[src/rtl/sobel_pkg.sv]
// Shared types and constants for the Sobel 3x3 window path.
// Pixel and window types plus window index names.
package sobel_pkg;

  typedef logic [7:0] pixel_t;
  typedef pixel_t [0:8] window_t;

  localparam int WIN_SIZE = 9;

  localparam int TL = 0;
  localparam int TM = 1;
  localparam int TR = 2;
  localparam int ML = 3;
  localparam int MM = 4;
  localparam int MR = 5;
  localparam int BL = 6;
  localparam int BM = 7;
  localparam int BR = 8;

endpackage

[src/rtl/sobel_line_buffer.sv]
// Single-port line memory, combinational read-before-write.
// Ports: clk, i_we, i_addr, i_wdata -> o_rdata (old word at i_addr).
module sobel_line_buffer #(
  parameter int DEPTH = 64,
  parameter int W     = 16,
  parameter int AW    = $clog2(DEPTH)
) (
  input  logic          clk,
  input  logic          i_we,
  input  logic [AW-1:0] i_addr,
  input  logic [W-1:0]  i_wdata,
  output logic [W-1:0]  o_rdata
);

  logic [W-1:0] r_mem [DEPTH];

  assign o_rdata = r_mem[i_addr];

  always_ff @(posedge clk) begin
    if (i_we) r_mem[i_addr] <= i_wdata;
  end

endmodule

[src/rtl/sobel_window_builder.sv]
// Builds a 3x3 window from a raster pixel stream for the gradient blocks.
// Ports: clk, rst, pixel_in/pixel_valid/sof in; windowBuffer,
// start_calculations, frame_done out.
module sobel_window_builder
  import sobel_pkg::*;
#(
  parameter int IMG_WIDTH  = 64,
  parameter int IMG_HEIGHT = 64
) (
  input  logic    clk,
  input  logic    rst,
  input  pixel_t  pixel_in,
  input  logic    pixel_valid,
  input  logic    sof,
  output window_t windowBuffer,
  output logic    start_calculations,
  output logic    frame_done
);

  localparam int CW = $clog2(IMG_WIDTH);
  localparam int RW = $clog2(IMG_HEIGHT);

  logic [CW-1:0] r_col;
  logic [RW-1:0] r_row;
  window_t       r_win;
  logic          r_start;
  logic          r_done;

  logic [CW-1:0] w_col;
  logic [RW-1:0] w_row;
  logic          w_last_col;
  logic          w_last_row;
  logic [15:0]   w_lb_rd;
  logic [15:0]   w_lb_wr;
  pixel_t        w_top;
  pixel_t        w_mid;

  // sof relabels the accepted pixel as (0,0) on the spot.
  assign w_col      = sof ? '0 : r_col;
  assign w_row      = sof ? '0 : r_row;
  assign w_last_col = (w_col == CW'(IMG_WIDTH - 1));
  assign w_last_row = (w_row == RW'(IMG_HEIGHT - 1));

  // One wide memory: upper byte is lb0 (two rows up), lower is lb1.
  assign w_top   = w_lb_rd[15:8];
  assign w_mid   = w_lb_rd[7:0];
  assign w_lb_wr = {w_mid, pixel_in};

  sobel_line_buffer #(
    .DEPTH (IMG_WIDTH),
    .W     (16),
    .AW    (CW)
  ) u_lb (
    .clk     (clk),
    .i_we    (pixel_valid && !rst),
    .i_addr  (w_col),
    .i_wdata (w_lb_wr),
    .o_rdata (w_lb_rd)
  );

  always_ff @(posedge clk) begin
    if (rst) begin
      r_col   <= '0;
      r_row   <= '0;
      r_win   <= '0;
      r_start <= 1'b0;
      r_done  <= 1'b0;
    end else begin
      r_start <= 1'b0;
      r_done  <= 1'b0;
      if (pixel_valid) begin
        r_win[TL] <= r_win[TM];
        r_win[TM] <= r_win[TR];
        r_win[TR] <= w_top;
        r_win[ML] <= r_win[MM];
        r_win[MM] <= r_win[MR];
        r_win[MR] <= w_mid;
        r_win[BL] <= r_win[BM];
        r_win[BM] <= r_win[BR];
        r_win[BR] <= pixel_in;
        r_start <= (w_row >= RW'(2)) && (w_col >= CW'(2));
        if (w_last_col) begin
          r_col <= '0;
          if (w_last_row) begin
            r_row  <= '0;
            r_done <= 1'b1;
          end else begin
            r_row <= w_row + RW'(1);
          end
        end else begin
          r_col <= w_col + CW'(1);
          r_row <= w_row;
        end
      end
    end
  end

  assign windowBuffer       = r_win;
  assign start_calculations = r_start;
  assign frame_done         = r_done;

endmodule
[config.mk]
export PLATFORM = sky130hd
export DESIGN_NAME = sobel_window_builder
export DESIGN_NICKNAME = d
export VERILOG_FILES = /design/src/rtl/sobel_pkg.sv /design/src/rtl/sobel_line_buffer.sv /design/src/rtl/sobel_window_builder.sv
export SDC_FILE = /design/constraint.sdc
export NUM_CORES = 1
export LEC_CHECK = 0
export BUFFER_PORTS_ARGS = -buffer_cell sky130_fd_sc_hd__buf_2
export CORE_MARGIN = 2
export CORE_UTILIZATION = 30
export DETAILED_ROUTE_END_ITERATION = 10
export SLEW_MARGIN = 15
export SYNTH_ARGS = -nofsm -noshare
export SYNTH_HDL_FRONTEND = slang
export SYNTH_HIERARCHICAL = 1
export SYNTH_SLANG_ARGS = --single-unit
export TNS_END_PERCENT = 50
[constraint.sdc]
create_clock -name clk -period 4.2 [get_ports clk]
set_clock_uncertainty 0.1 [all_clocks]
set_input_delay 0.21 -clock clk [delete_from_list [all_inputs] [get_ports clk]]
set_output_delay 0.21 -clock clk [all_outputs]
set_load 0.02 [all_outputs]
==> qor.yml, run 1 <==
status: "complete, no violations"
crit_chain: "nor2b_4 > buf_12 > buf_4 > mux2i_1 > nor2_1 > a21oi_1 > nor2_1 > nor3_1 > nand4_1 > buf_4 > mux2i_1 > nor2_1"
hold_viol_final: 0
utilization_pct: 35.54
avgSynthCellArea_sq_um: 16.46
synth_cell_type_count: 67
htreeDepth: 3
finalHoldWorstSlack_ps: 4.834
pre_cts_ws_ps: 14.13
dieArea_sq_mm: 0.1446
synth-seq-cells: 1110
hold_depth: 1
drc: 0
cts_root_buf: "clkbuf_16"
worst_slew_pin_slew_ps: 1161
hold_path_end: "u_lb/r_mem[28][1]$_DFFE_PP_"
ys.flop_type: "edfxtp_1"
grt_pass1_wl_microns: 175900
relSlewSlack_pct: 22.25
fin_crit_sh_pct: 95.90
dp.final_hpwl_microns: 76480
r2r_start: "r_col[1]$_SDFFE_PP0P_"
synth_area_sq_mm: 0.04246
slew_violations: 0
crit_arrival_ps: 4500
grt_max_degree: 66
vias_per_cell: 5.283
clk_pin_slew_ps: 60
tns_ps: 0
rsz0062_at_grt: "false"
clk_latency_ps: 700
io_buffers: 85
cts_buffers: 112
yosysWarnings: 6
period_needed_ps: 4028
cpMaxStageDelayCell: "nor3_1"
synthCells: 2579
grt_usage_pct: 16.55
clk_path_buf_depth: 3
syn_nets: 2594
cts_tree: "built"
rows: 138
max_stage_delay_ps: 820
async_reset_ff_share_pct: 0
power_density_mw_per_mm2: 458.5
critical_path_class: "register to register"
maxCapViolCount: 0
gp_congestion: 0.8831
via_count: 25450
clock.fmax_mhz: 248.3
path_max_fanout: 44
clock-sinks: 1110
dp.cells: 4602
cpMostUsedCell: "nor2_1"
yosysSeqAreaShare_pct: 76.47
start_kind: "register"
hold_path.class: "primary input to register"
min_from: "pixel_in[1]"
finalSetupViolations: 0
worst_slack_ps: 172.3
netlist.area_leader.share_pct: 72.42
power.leakage_nw: 16.23
overflow: 0
area_growth_pct: 18.06
synth_top_area_cell: "edfxtp_1"
drive_above_1_share_pct: 18.18
antenna_found_initial: 9
r2r_cells: 12
ant_nets: 0
start_util_pct: 30.10
final_cells: 4818
ff2ff_setup_slack_ps: 170
first_pass_iters: 5
cp-end-kind: "register"
r2r-end: "windowBuffer[27]$_SDFFE_PP0P_"
die-width_microns: 380.2
coreArea_sq_mm: 0.1411
drt-initial-drc-count: 3079
synth_edf_count: 1024
fp.dieH_microns: 380.2
cts_setup_buffers: 0
peakVddDrop_mv: 0.3303
totalWireLength_microns: 123000
pin_count: 86
finalNetCount: 2847
worstPathRequired_ps: 4670
netlist_top_cells_area: "edfxtp_1, mux2i_1, dfxtp_1"
wl_per_cell_microns: 25.52
grt_pass1_vias: 24820
[per-layer routing]
layer / track usage [%] / share of wire (%) / vias to the layer above / wire, microns
met3: 4.263 / 9.6 / 218 / 11780
met4: 6.974 / 4.1 / 12 / 5017
li1: - / - / 10940 / -
met1: 21.78 / 41 / 13010 / 50120
met5: 0 / 0.072 / - / 88
met2: 25.90 / 46 / 1272 / 55950
[cell families (layout without fill, tap and decap cells)]
group           after synthesis  after routing  share of synthesized area [%]
other cells                   0              1                              0
mux                         250            250                          6.123
buf+inv                     190            538                          2.216
compound gates              644            644                          11.13
fa+ha+maj                     3              3                        0.08841
flops                      1110           1110                          76.47
simple gates                382            382                          3.972
[how the worst max path moves through the flow]
stage	from	endpoint	slack (ps)	cells after the start
floorplan	sof	u_lb/r_mem[0][9]$_DFFE_PP_	60	13
CTS	r_col[1]$_SDFFE_PP0P_	windowBuffer[31]$_SDFFE_PP0P_	160	11
finish	r_col[1]$_SDFFE_PP0P_	windowBuffer[27]$_SDFFE_PP0P_	170	12
global placement	sof	windowBuffer[31]$_SDFFE_PP0P_	30	12
detailed placement	sof	windowBuffer[31]$_SDFFE_PP0P_	10	12
global route	r_col[1]$_SDFFE_PP0P_	windowBuffer[27]$_SDFFE_PP0P_	100	12
[repair_timing]
| action | 4_1_cts | 5_1_grt |
|---|---|---|
| hold buffers | 6 | 0 |
| endpoints found under the hold margin | 83 | 0 |
| gates resized for setup | 0 | 1 |
| endpoints found under the setup margin | 0 | 25 |
[Yosys cell counts, drive strengths merged, types with 2 or more instances]
master      n
clkbuf     67
or3         2
edfxtp   1024
a21oi      84
nand4      10
buf       117
a32o        2
a211oi     22
nor2      241
o211a       7
nor2b      14
and3        2
o22ai      58
mux2i     226
a31oi      27
nand2b     10
a221o       2
inv         6
a311oi      7
nand3      17
and2        4
a222oi      9
a211o       2
a221oi    107
nor3b       4
and4b       2
o22a       27
o211ai      4
mux2       18
nand3b      3
nand2      46
ha          3
a22oi     196
mux4        6
a22o       21
nor3       11
or4         9
dfxtp      86
o21ai      38
o311ai      2
o221ai     14
a2111oi     8
[layout make-up]
| cell class | count | area (sq um) |
|---|---|---|
| flip-flops and latches | 1110 | 32470 |
| clock buffers | 151 | 3050 |
| repair buffers | 323 | 2545 |
| fillers | 13230 | 90940 |
| well taps | 1890 | 2365 |
| inverters | 6 | 25.02 |
| multi-input cells | 1279 | 9139 |
| diodes | 1 | 2.502 |
| clock inverters | 58 | 531.8 |
[cell usage in the layout, fill, tap and decap left out, drive strengths merged, types with 22 or more instances in the layout]
cell type  netlist  final
a211oi          22     22
a21oi           84     84
a221oi         107    107
a22oi          196    196
a31oi           27     27
buf            117    317
clkbuf          67    151
clkinv           0     42
dfxtp           86     86
edfxtp        1024   1024
mux2i          226    226
nand2           46     46
nor2           241    241
o21ai           38     38
o22a            27     27
o22ai           58     58
[report_power, final]
part | internal (mW) | total, mW | switching, mW
Sequential | 12.2 | 12.2 | 0.0390
Clock | 5.58 | 9.73 | 4.15
Combinational | 0.300 | 1.04 | 0.741
[worst max-delay path, delay by kind of cell, from the launching register on]
kind | cells | cell delay, ps
simple gates | 6 | 1780
buf+inv | 3 | 950
mux | 2 | 500
flops | 1 | 370
compound gates | 1 | 120
[metrics by stage]
stage	power [mW]	cell area, sq um
final	22.99	50130
after global routing	23.64	50130
after CTS	23.16	50120
after detailed placement	13.49	46480
after global placement	13.47	46480
after floorplan	12.96	42460
[registers in the layout, indices dropped and copies added (netlist names)]
register,count
windowBuffer,72
u_lb/r_mem,1024
frame_done,1
r_row,6
r_col,6
start_calculations,1
No activity file was read; power rests on OpenSTA's default activity.
==> run 2, diff against run 1 <==
--- a/config.mk
+++ b/config.mk
@@ -9,6 +9,7 @@
 export CORE_MARGIN = 2
 export CORE_UTILIZATION = 30
 export DETAILED_ROUTE_END_ITERATION = 10
+export PLACE_DENSITY = 0.49
 export SLEW_MARGIN = 15
 export SYNTH_ARGS = -nofsm -noshare
 export SYNTH_HDL_FRONTEND = slang
==> qor.yml, run 2 (synthesis results as in run 1) <==
drive_above_1_share_pct: 18.69  # +0.51 points
dp.final_hpwl_microns: 81500  # +6.6%
regMostFlops: "u_lb/r_mem"
finalNetCount: 2852  # +0.18%
rsz0062_at_grt: "true"
first_pass_iters: 6  # +1
area_growth_pct: 19.05
vias_per_cell: 5.252  # -0.57%
pre_cts_ws_ps: -264.9  # -279.1 ps
cts_tree: "built"
ant_nets: 0  # unchanged
peakVddDrop_mv: 0.3730  # +13%
hold_viol_final: 0  # unchanged
clk_path_buf_depth: 3  # unchanged
cts_root_buf: "clkbuf_16"
power.leakage_nw: 16.41  # +1.1%
grt_max_degree: 85  # +29%
final_cell_mix: "edfxtp_1, nor2_1, mux2i_1"
fin_crit_sh_pct: 100.9  # +5.0 points
drc: 0  # unchanged
relSlewSlack_pct: 25.02  # +2.8 points
fp.dieH_microns: 380.2  # unchanged
cts_buffers: 115  # +2.7%
critical_path_class: "register to register"
cp-end-kind: "register"
largest_reg_flops: 1024  # unchanged
die-width_microns: 380.2  # unchanged
gp_congestion: 0.8730  # -1.1%
design_area_sq_mm: 0.05055  # +0.84%
violations: "setup timing"
rows: 138  # unchanged
grt_usage_pct: 17.44  # +0.89 points
utilization_pct: 35.83  # +0.30 points
grt_pass1_wl_microns: 184000  # +4.6%
status: "finished with violations"
wl_per_cell_microns: 26.69  # +4.6%
overflow: 0  # unchanged
pin_count: 86  # unchanged
start_kind: "register"
worst_slack_ps: -39.30  # -211.6 ps
antenna_found_initial: 8  # -1
coreArea_sq_mm: 0.1411  # unchanged
placed_area_sq_mm: 0.04640  # -0.17%
worstPathRequired_ps: 4660  # about the same
maxCapViolCount: 0  # unchanged
period_needed_ps: 4239  # +211.6 ps
clock.fmax_mhz: 235.9  # -5.0%
n_fill_cell: 13280  # +0.40%
finalSetupViolations: 8  # +8
totalWireLength_microns: 129000  # +4.9%
slew_violations: 0  # unchanged
clk_pin_slew_ps: 60  # about the same
grt_pass1_vias: 25120  # +1.2%
io_buffers: 85  # unchanged
final_common_cell: "edfxtp_1"
hold_path.class: "primary input to register"
htreeDepth: 3  # unchanged
crit_arrival_ps: 4700  # +200 ps
clock-sinks: 1110  # unchanged
power_density_mw_per_mm2: 476.0  # +3.8%
clk_latency_ps: 740  # +40 ps
dieArea_sq_mm: 0.1446  # unchanged
start_util_pct: 30.10  # unchanged
via_count: 25390  # -0.24%
path_max_fanout: 41  # -6.8%
worst_slew_pin_slew_ps: 1125  # -36.27 ps
drt-initial-drc-count: 2635  # -14%
run 2: changes by cell type in the layout (fill, tap and decap cells not counted), moves of 7 or more:
cell        before  now
clkbuf_1        30   14
bufinv_16        8   21
clkbuf_8         8    0
clkinvlp_4       3   10
clkinv_1        15   30
run 2: path summary, 6_finish.rpt:
path	slack, ps	end	from	depth (start not counted)
worst max-delay path	-40	windowBuffer[28]$_SDFFE_PP0P_	r_col[4]$_SDFFE_PP0P_	11
worst min-delay path	50	u_lb/r_mem[7][4]$_DFFE_PP_	pixel_in[4]	1
worst max register to register	-40	windowBuffer[28]$_SDFFE_PP0P_	r_col[4]$_SDFFE_PP0P_	11
worst min register to register	400	windowBuffer[66]$_SDFFE_PP0P_	windowBuffer[66]$_SDFFE_PP0P_	2
run 2: final cells by class:
| cell class | instances | area, sq um | share of cell area, % |
|---|---|---|---|
| flip-flops and latches | 1110 | 32470 | 64.24 |
| multi-input cells | 1279 | 9144 | 18.09 |
| clock buffers | 133 | 3030 | 5.995 |
| repair buffers | 325 | 2505 | 4.955 |
| well taps | 1890 | 2365 | 4.678 |
| clock inverters | 85 | 989.7 | 1.958 |
| inverters | 6 | 28.78 | 0.05693 |
| diodes | 6 | 15.01 | 0.02970 |
run 2: metal layers:
metal  global-route usage [%]  vias up  wire (microns)  share of wire, %
li1                         -    10980               -                 -
met1                    24.19    13210           55730                43
met2                    27.58      995           59590                46
met3                    3.353      199            9750               7.6
met4                    5.467        8            3900               3.0
met5                        0        -              54             0.042
run 2: metrics by stage:
| step | instances | hold WS (ps) | total power, mW | TNS [ps] |
|---|---|---|---|---|
| 6_report | 4834 | 50.04 | 24.06 | -83.97 |
| 5_1_grt | 4828 | 46.32 | 24.75 | -320.1 |
| 4_1_cts | 4823 | 8.797 | 24.27 | 0 |
| 3_5_place_dp | 4600 | 379.6 | 13.54 | -32350 |
| 3_3_place_gp | 4600 | 366.6 | 13.51 | -31870 |
| 2_1_floorplan | 2579 | 208.9 | 12.96 | 0 |
run 2: repair_timing:
item	CTS	global route
resized for setup	4	3
setup buffers	0	5
hold endpoints to repair	73	0
endpoints found under the setup margin	195	132
hold buffers	5	0
run 2: power by group:
group / total, mW / switching [mW] / internal [mW]
clock network: 10.8 / 4.31 / 6.45
logic: 1.09 / 0.782 / 0.312
registers: 12.2 / 0.0357 / 12.2
total: 24.1 / 5.12 / 18.9
run 2: worst max-delay path, stage by stage, from the launching register on:
cell and delay [ps]:
dfxtp_1 460, nor2b_1 650, nor3b_1 250, buf_4 240, nand2_1 210, o22ai_1 140, nor2_1 500, o221ai_1 380
or4_2 680, buf_12 210, mux2i_1 170, nor2_1 50
